[config.mk]
export PLATFORM = sky130hd
export DESIGN_NAME = clock_health_monitor_flat
export DESIGN_NICKNAME = d
export VERILOG_FILES = /design/src/rtl/clock_health_monitor_if.sv /design/src/rtl/clock_health_monitor.sv /design/src/flat_wrapper.sv
export SDC_FILE = /design/constraint.sdc
export NUM_CORES = 1
export LEC_CHECK = 0
export BUFFER_PORTS_ARGS = -buffer_cell sky130_fd_sc_hd__buf_2
export CAP_MARGIN = 20
export CORE_MARGIN = 3
export CORE_UTILIZATION = 54
export DETAILED_ROUTE_END_ITERATION = 7
export PLACE_DENSITY = 0.79
export SETUP_SLACK_MARGIN = 0.4
export SKIP_CTS_REPAIR_TIMING = 1
export SLEW_MARGIN = 0
export SYNTH_ARGS = -nofsm -noshare
export SYNTH_HDL_FRONTEND = slang
export SYNTH_SLANG_ARGS = --single-unit
[constraint.sdc]
create_clock -name clk -period 6.9 [get_ports clk]
set_clock_uncertainty 0.15 [all_clocks]
set_input_delay 1.38 -clock clk [delete_from_list [all_inputs] [get_ports clk]]
set_output_delay 1.38 -clock clk [all_outputs]
set_load 0.02 [all_outputs]
[src/rtl/clock_health_monitor_if.sv]
// clock_health_monitor_if: measurement inputs and health status outputs of the clock monitor
interface clock_health_monitor_if #(parameter int NUM_CH = 2);
  logic [NUM_CH-1:0][31:0] freq_in;
  logic [NUM_CH-1:0][31:0] freq_expected;
  logic [31:0] freq_tol;
  logic clear;
  logic sample_tick;
  logic [NUM_CH-1:0] ch_good;
  logic [NUM_CH-1:0] ch_fault;
  logic [NUM_CH-1:0][15:0] fault_count;
  logic all_good;
  modport master (
    output freq_in, freq_expected, freq_tol, clear,
    input sample_tick, ch_good, ch_fault, fault_count, all_good
  );
  modport slave (
    input freq_in, freq_expected, freq_tol, clear,
    output sample_tick, ch_good, ch_fault, fault_count, all_good
  );
endinterface

[src/rtl/clock_health_monitor.sv]
// clock_health_monitor: periodic per-channel frequency window check with debounce, sticky faults and saturating counters
module clock_health_monitor #(
  parameter int NUM_CH = 2,
  parameter int REF_FREQ = 125000000,
  parameter int GOOD_COUNT = 3
) (
  input logic clk,
  input logic rst,
  clock_health_monitor_if.slave m
);
  localparam int RW = $clog2(GOOD_COUNT + 1);
  typedef enum logic [1:0] {UNKNOWN, GOOD, BAD} st_t;
  st_t st [NUM_CH];
  logic [RW-1:0] run [NUM_CH];
  logic [31:0] cnt;
  logic tick, v;
  logic [NUM_CH-1:0][31:0] fin;
  logic [NUM_CH-1:0] in_win, good, fault;
  logic [NUM_CH-1:0][15:0] fcnt;
  assign tick = cnt == 32'(REF_FREQ - 1);
  for (genvar c = 0; c < NUM_CH; c++) begin : g_win
    logic [32:0] diff;
    assign diff = fin[c] > m.freq_expected[c] ? {1'b0, fin[c]} - {1'b0, m.freq_expected[c]}
                                              : {1'b0, m.freq_expected[c]} - {1'b0, fin[c]};
    assign in_win[c] = diff <= {1'b0, m.freq_tol};
  end
  // a fault event in the same cycle as clear overrides it, leaving a count of one
  always_ff @(posedge clk)
    if (rst) begin
      cnt <= '0;
      v <= 1'b0;
      fin <= '0;
      good <= '0;
      fault <= '0;
      fcnt <= '0;
      for (int i = 0; i < NUM_CH; i++) begin
        st[i] <= UNKNOWN;
        run[i] <= '0;
      end
    end else begin
      cnt <= tick ? '0 : cnt + 1'b1;
      v <= tick;
      if (tick) fin <= m.freq_in;
      for (int i = 0; i < NUM_CH; i++) begin
        if (m.clear) begin
          fault[i] <= 1'b0;
          fcnt[i] <= '0;
        end
        if (v && in_win[i] && st[i] != GOOD) begin
          run[i] <= run[i] + 1'b1;
          if (run[i] + 1'b1 == RW'(GOOD_COUNT)) begin
            st[i] <= GOOD;
            good[i] <= 1'b1;
          end
        end
        if (v && !in_win[i]) begin
          st[i] <= BAD;
          run[i] <= '0;
          good[i] <= 1'b0;
          fault[i] <= 1'b1;
          fcnt[i] <= m.clear ? 16'd1 : fcnt[i] + {15'd0, ~&fcnt[i]};
        end
      end
    end
  assign m.sample_tick = tick;
  assign m.ch_good = good;
  assign m.ch_fault = fault;
  assign m.fault_count = fcnt;
  assign m.all_good = &good;
endmodule
[src/flat_wrapper.sv]
// flat-port wrapper written by rule: the top's interface ports become plain ports
module clock_health_monitor_flat 
#(
  parameter int NUM_CH = 2,
  parameter int REF_FREQ = 125000000,
  parameter int GOOD_COUNT = 3
)
  (clk, rst, m_freq_in, m_freq_expected, m_freq_tol, m_clear, m_sample_tick, m_ch_good, m_ch_fault, m_fault_count, m_all_good);
  clock_health_monitor_if #(.NUM_CH(NUM_CH)) m_i ();
  input logic clk;
  input logic rst;
  input wire logic [$bits(m_i.freq_in)-1:0] m_freq_in;
  input wire logic [$bits(m_i.freq_expected)-1:0] m_freq_expected;
  input wire logic [$bits(m_i.freq_tol)-1:0] m_freq_tol;
  input wire logic [$bits(m_i.clear)-1:0] m_clear;
  output wire logic [$bits(m_i.sample_tick)-1:0] m_sample_tick;
  output wire logic [$bits(m_i.ch_good)-1:0] m_ch_good;
  output wire logic [$bits(m_i.ch_fault)-1:0] m_ch_fault;
  output wire logic [$bits(m_i.fault_count)-1:0] m_fault_count;
  output wire logic [$bits(m_i.all_good)-1:0] m_all_good;
  assign m_i.freq_in = m_freq_in;
  assign m_i.freq_expected = m_freq_expected;
  assign m_i.freq_tol = m_freq_tol;
  assign m_i.clear = m_clear;
  assign m_sample_tick = m_i.sample_tick;
  assign m_ch_good = m_i.ch_good;
  assign m_ch_fault = m_i.ch_fault;
  assign m_fault_count = m_i.fault_count;
  assign m_all_good = m_i.all_good;
  clock_health_monitor #(.NUM_CH(NUM_CH), .REF_FREQ(REF_FREQ), .GOOD_COUNT(GOOD_COUNT)) u_core (.clk(clk), .rst(rst), .m(m_i));
endmodule
==> summary.txt <==
Status
  • Outcome: finished, final reports clean

Yosys
  • Synth cell types: 76
  • Post-synth EDFFs: 4
  • Synth Register Bits: 141
  • Largest cells by area after synthesis: dfxtp_1 (19%), ha_1 (17%), a21oi_1 (9.4%)
  • Synthesized Nets: 2384
  • Synth Instances: 2018
  • Synth async-reset ratio: 0
  • YS warnings: 0
  • Largest area contributor in the netlist: dfxtp_1
  • Mapped Area: 14800 µm²
  • Top cell type's share of synthesized area: 0.186
  • Average cell area after synthesis: 7.31 µm²
  • Synth Flop Type: dfxtp_1
  • Sequential fraction of the synthesis area: 0.194

Detailed routing
  • DRT Pass-1 Iters: 6
  • Final wirelength: approximately 47 mm
  • Routed Antenna Nets: 0
  • WL/cell: 18.1 µm
  • Vias per inst: 6.00
  • DRT iter0 DRCs: 1400
  • DRC Markers: 0
  • Via count: 15446

Worst setup path
  • WP data required: 7.13 ns
  • Critical path's slowest cell: or4_1
  • Data arrival, critical path: 6.62 ns
  • Critical Path Start Type: input pin
  • Peak fanout along the critical path: 32
  • Slowest stage delay, CP: 0.47 ns
  • Critical-path cell list: buf_2 -> inv_1 -> ha_1 -> a21oi_1 -> o21ai_0 -> a211oi_1 -> o221ai_1 -> o21ai_4 -> buf_4 -> mux2_2 -> o21ai_0 -> buf_4 -> a31oi_1 -> xnor2_1 -> ha_1 -> nand4_1 -> nor4_2 -> and2_1 -> a21oi_1 -> a21oi_2 -> o31ai_4 -> buf_12 -> or4_1 -> a21oi_1
  • Bufs and invs on worst path: 5
  • R2R Path Start: u_core.fin[60]$_SDFFE_PP0P_
  • CP top delay family: compound AO/OA/AOI/OAI gates
  • CP Class: in -> reg
  • CP startpoint: m_freq_expected[60]
  • CP Capture Type: register
  • Most used cell, CP: a21oi_1

Cells and area
  • Multi-input logic area: 10800 µm²
  • Fin nets: 2593
  • N_diodes: 0
  • Commonest non-fill, non-tap cells in the layout: a21oi_1 (276), nand2_1 (225), inv_1 (205), buf_2 (200), ha_1 (185)
  • Sequential Area: 2860 µm²
  • P&R area growth vs syn: 16.9%
  • Most common cell after layout, fill and taps aside: a21oi_1
  • Non-filler cells, final: 2575
  • Layout cell share with drive strength beyond 1: 0.175
  • # fillers: 2394

Min path
  • Worst Hold Launch: u_core.st[1][1]$_SDFFE_PP1P_
  • Min-delay worst type: reg -> reg

CTS
  • Clock Tree Root: clkbuf_16
  • Worst-Skew Late Latency: between 0.4 and 0.5 ns
  • CTS buffer count: 17
  • Maximum root-to-sink buffer count: 2
  • Sink Count: 141
  • H-tree depth: 4
  • Clk pin slew, worst setup/hold paths: 0.08 ns
  • CTS tree: yes

Placed design
  • Routability-driven placement congestion ratio: 0.974
  • Placed insts: 2539
  • Final HPWL DP: 37.4 mm
  • IO Port Bufs: 200

Pwr
  • Combinational share of power: 0.240
  • Power Dens Cells: 138 nW/µm²
  • Sw Pwr: around 0.0008 W
  • Part of the power in the clock network: 0.416
  • Maximum vdd drop: 159 µV
  • P_int: around 0.0016 W
  • Sequential Power Share: 0.344
  • P_leak: between 7 and 8 nW
  • Switching part of the total: 0.335

Timing
  • Final Max Tran Viols: 0
  • Slew HR: 0.316
  • RSZ-0062 raised after global routing: yes
  • WHS: 0.309 ns
  • Worst Tran Pin Value: 1.02 ns
  • Final Hold Vio Count: 0
  • Crit share post-route: 0.927
  • # setup viols final: 0
  • Final Critical Period: 6.39 ns
  • Highest Clock Rate: 0.156 GHz

Global routing
  • Largest net degree at the start of global routing: 84
  • First-pass GRT wire length: 73.8 mm
  • Initial antenna violation count: 0
  • Remaining Overflow, GRT: 0
  • Vias in the first global route: 14571
  • Gr usage total: 0.307

Floorplanning
  • Row cnt: 59
  • Die area: 29300 µm²
  • Die Y: 171 µm
  • Overall die width: 171 µm
  • CORE AREA: around 26000 µm²
  • Starting Density: 0.558
  • IO Count: 201

Job
  • Max-cap violations: 0
-- path summary, 6_finish.rpt --
path,endpoint,slack (ns),cells past startpoint
hold reg to reg,u_core.st[1][1]$_SDFFE_PP1P_,0.31,2
hold / removal,u_core.st[1][1]$_SDFFE_PP1P_,0.31,2
setup reg to reg,u_core.m.fault_count[27]$_SDFFE_PP0P_,1.28,22
setup / recovery,u_core.m.fault_count[27]$_SDFFE_PP0P_,0.51,24
-- flip-flops by register name (all words and copies together) (netlist names) --
register and cells:
u_core.m.fault_count 32, u_core.m.ch_good 2, u_core.st 4, u_core.cnt 32
u_core.m.ch_fault 2, u_core.v 1, u_core.run 4, u_core.fin 64
-- cell type report --
| type | instances | area share |
|---|---|---|
| Multi-Input combinational cell | 1571 | 0.628 |
| Sequential cell | 141 | 0.166 |
| Timing Repair Buffer | 291 | 0.101 |
| Inverter | 205 | 0.0446 |
| Clock buffer | 17 | 0.0247 |
| Tap cell | 335 | 0.0243 |
| Clock inverter | 15 | 0.0115 |
-- metrics by stage --
step	instance area, µm²	total power (W)	worst slack (ns)	TNS (ns)	util
after floorplan	14800	0.00119	0.422	0	-
after global placement	16400	0.00138	0.0440	0	0.622
after detailed placement	16400	0.00139	-0.0476	-0.0578	0.622
after CTS	17100	0.00238	0.406	0	0.646
after global routing	17300	0.00249	0.328	0	0.653
final	17300	0.00239	0.506	0	0.653
-- metal layers --
metal | up-vias | part of all wire | GRT usage
met1 | 7242 | 0.44 | 0.410
met4 | 0 | 0.027 | 0.0913
met2 | 549 | 0.47 | 0.519
li1 | 7560 | - | -
met5 | - | 0 | 0
met3 | 95 | 0.062 | 0.0437
-- cell families after synthesis --
logic type | share of synthesized area
buf+inv | 0.0840
xor+xnor | 0.0522
flops | 0.194
fa+ha+maj | 0.174
simple gates | 0.204
compound gates | 0.268
mux | 0.0235
-- synth_stat cells (all sizes together) (4+ instances only) --
library cell  count
a2111oi           8
a211oi           22
a21o             69
a21oi           278
a31oi            15
and2              4
and3             36
and4             15
buf              37
clkbuf           64
dfxtp           137
edfxtp            4
fa                4
ha              199
inv             205
mux2             13
mux2i            20
nand2           225
nand2b           13
nand3            54
nand4            49
nor2            109
nor2b            21
nor3             21
nor4              9
o211ai           12
o21a             21
o21ai           102
o21bai           37
o221ai            6
o22ai             6
o311a             4
o311ai            4
o31ai            27
or2               7
or3              17
or4              21
xnor2            47
xor2             41
-- power by group through the flow --
stage               Sequential (W)  Clock (W)  Combinational [W]
floorplan                 0.000839          0           0.000354
global placement          0.000840          0           0.000537
detailed placement        0.000840          0           0.000550
CTS                       0.000821    0.00101           0.000555
global route              0.000821    0.00104           0.000632
finish                    0.000821   0.000992           0.000573
-- worst min-delay path, cell delays in order, from the launching register on --
cell     delay, ns
dfxtp_1       0.31
nand2_1       0.05
a21oi_1       0.05
No activity file was read; power rests on OpenSTA's default activity.
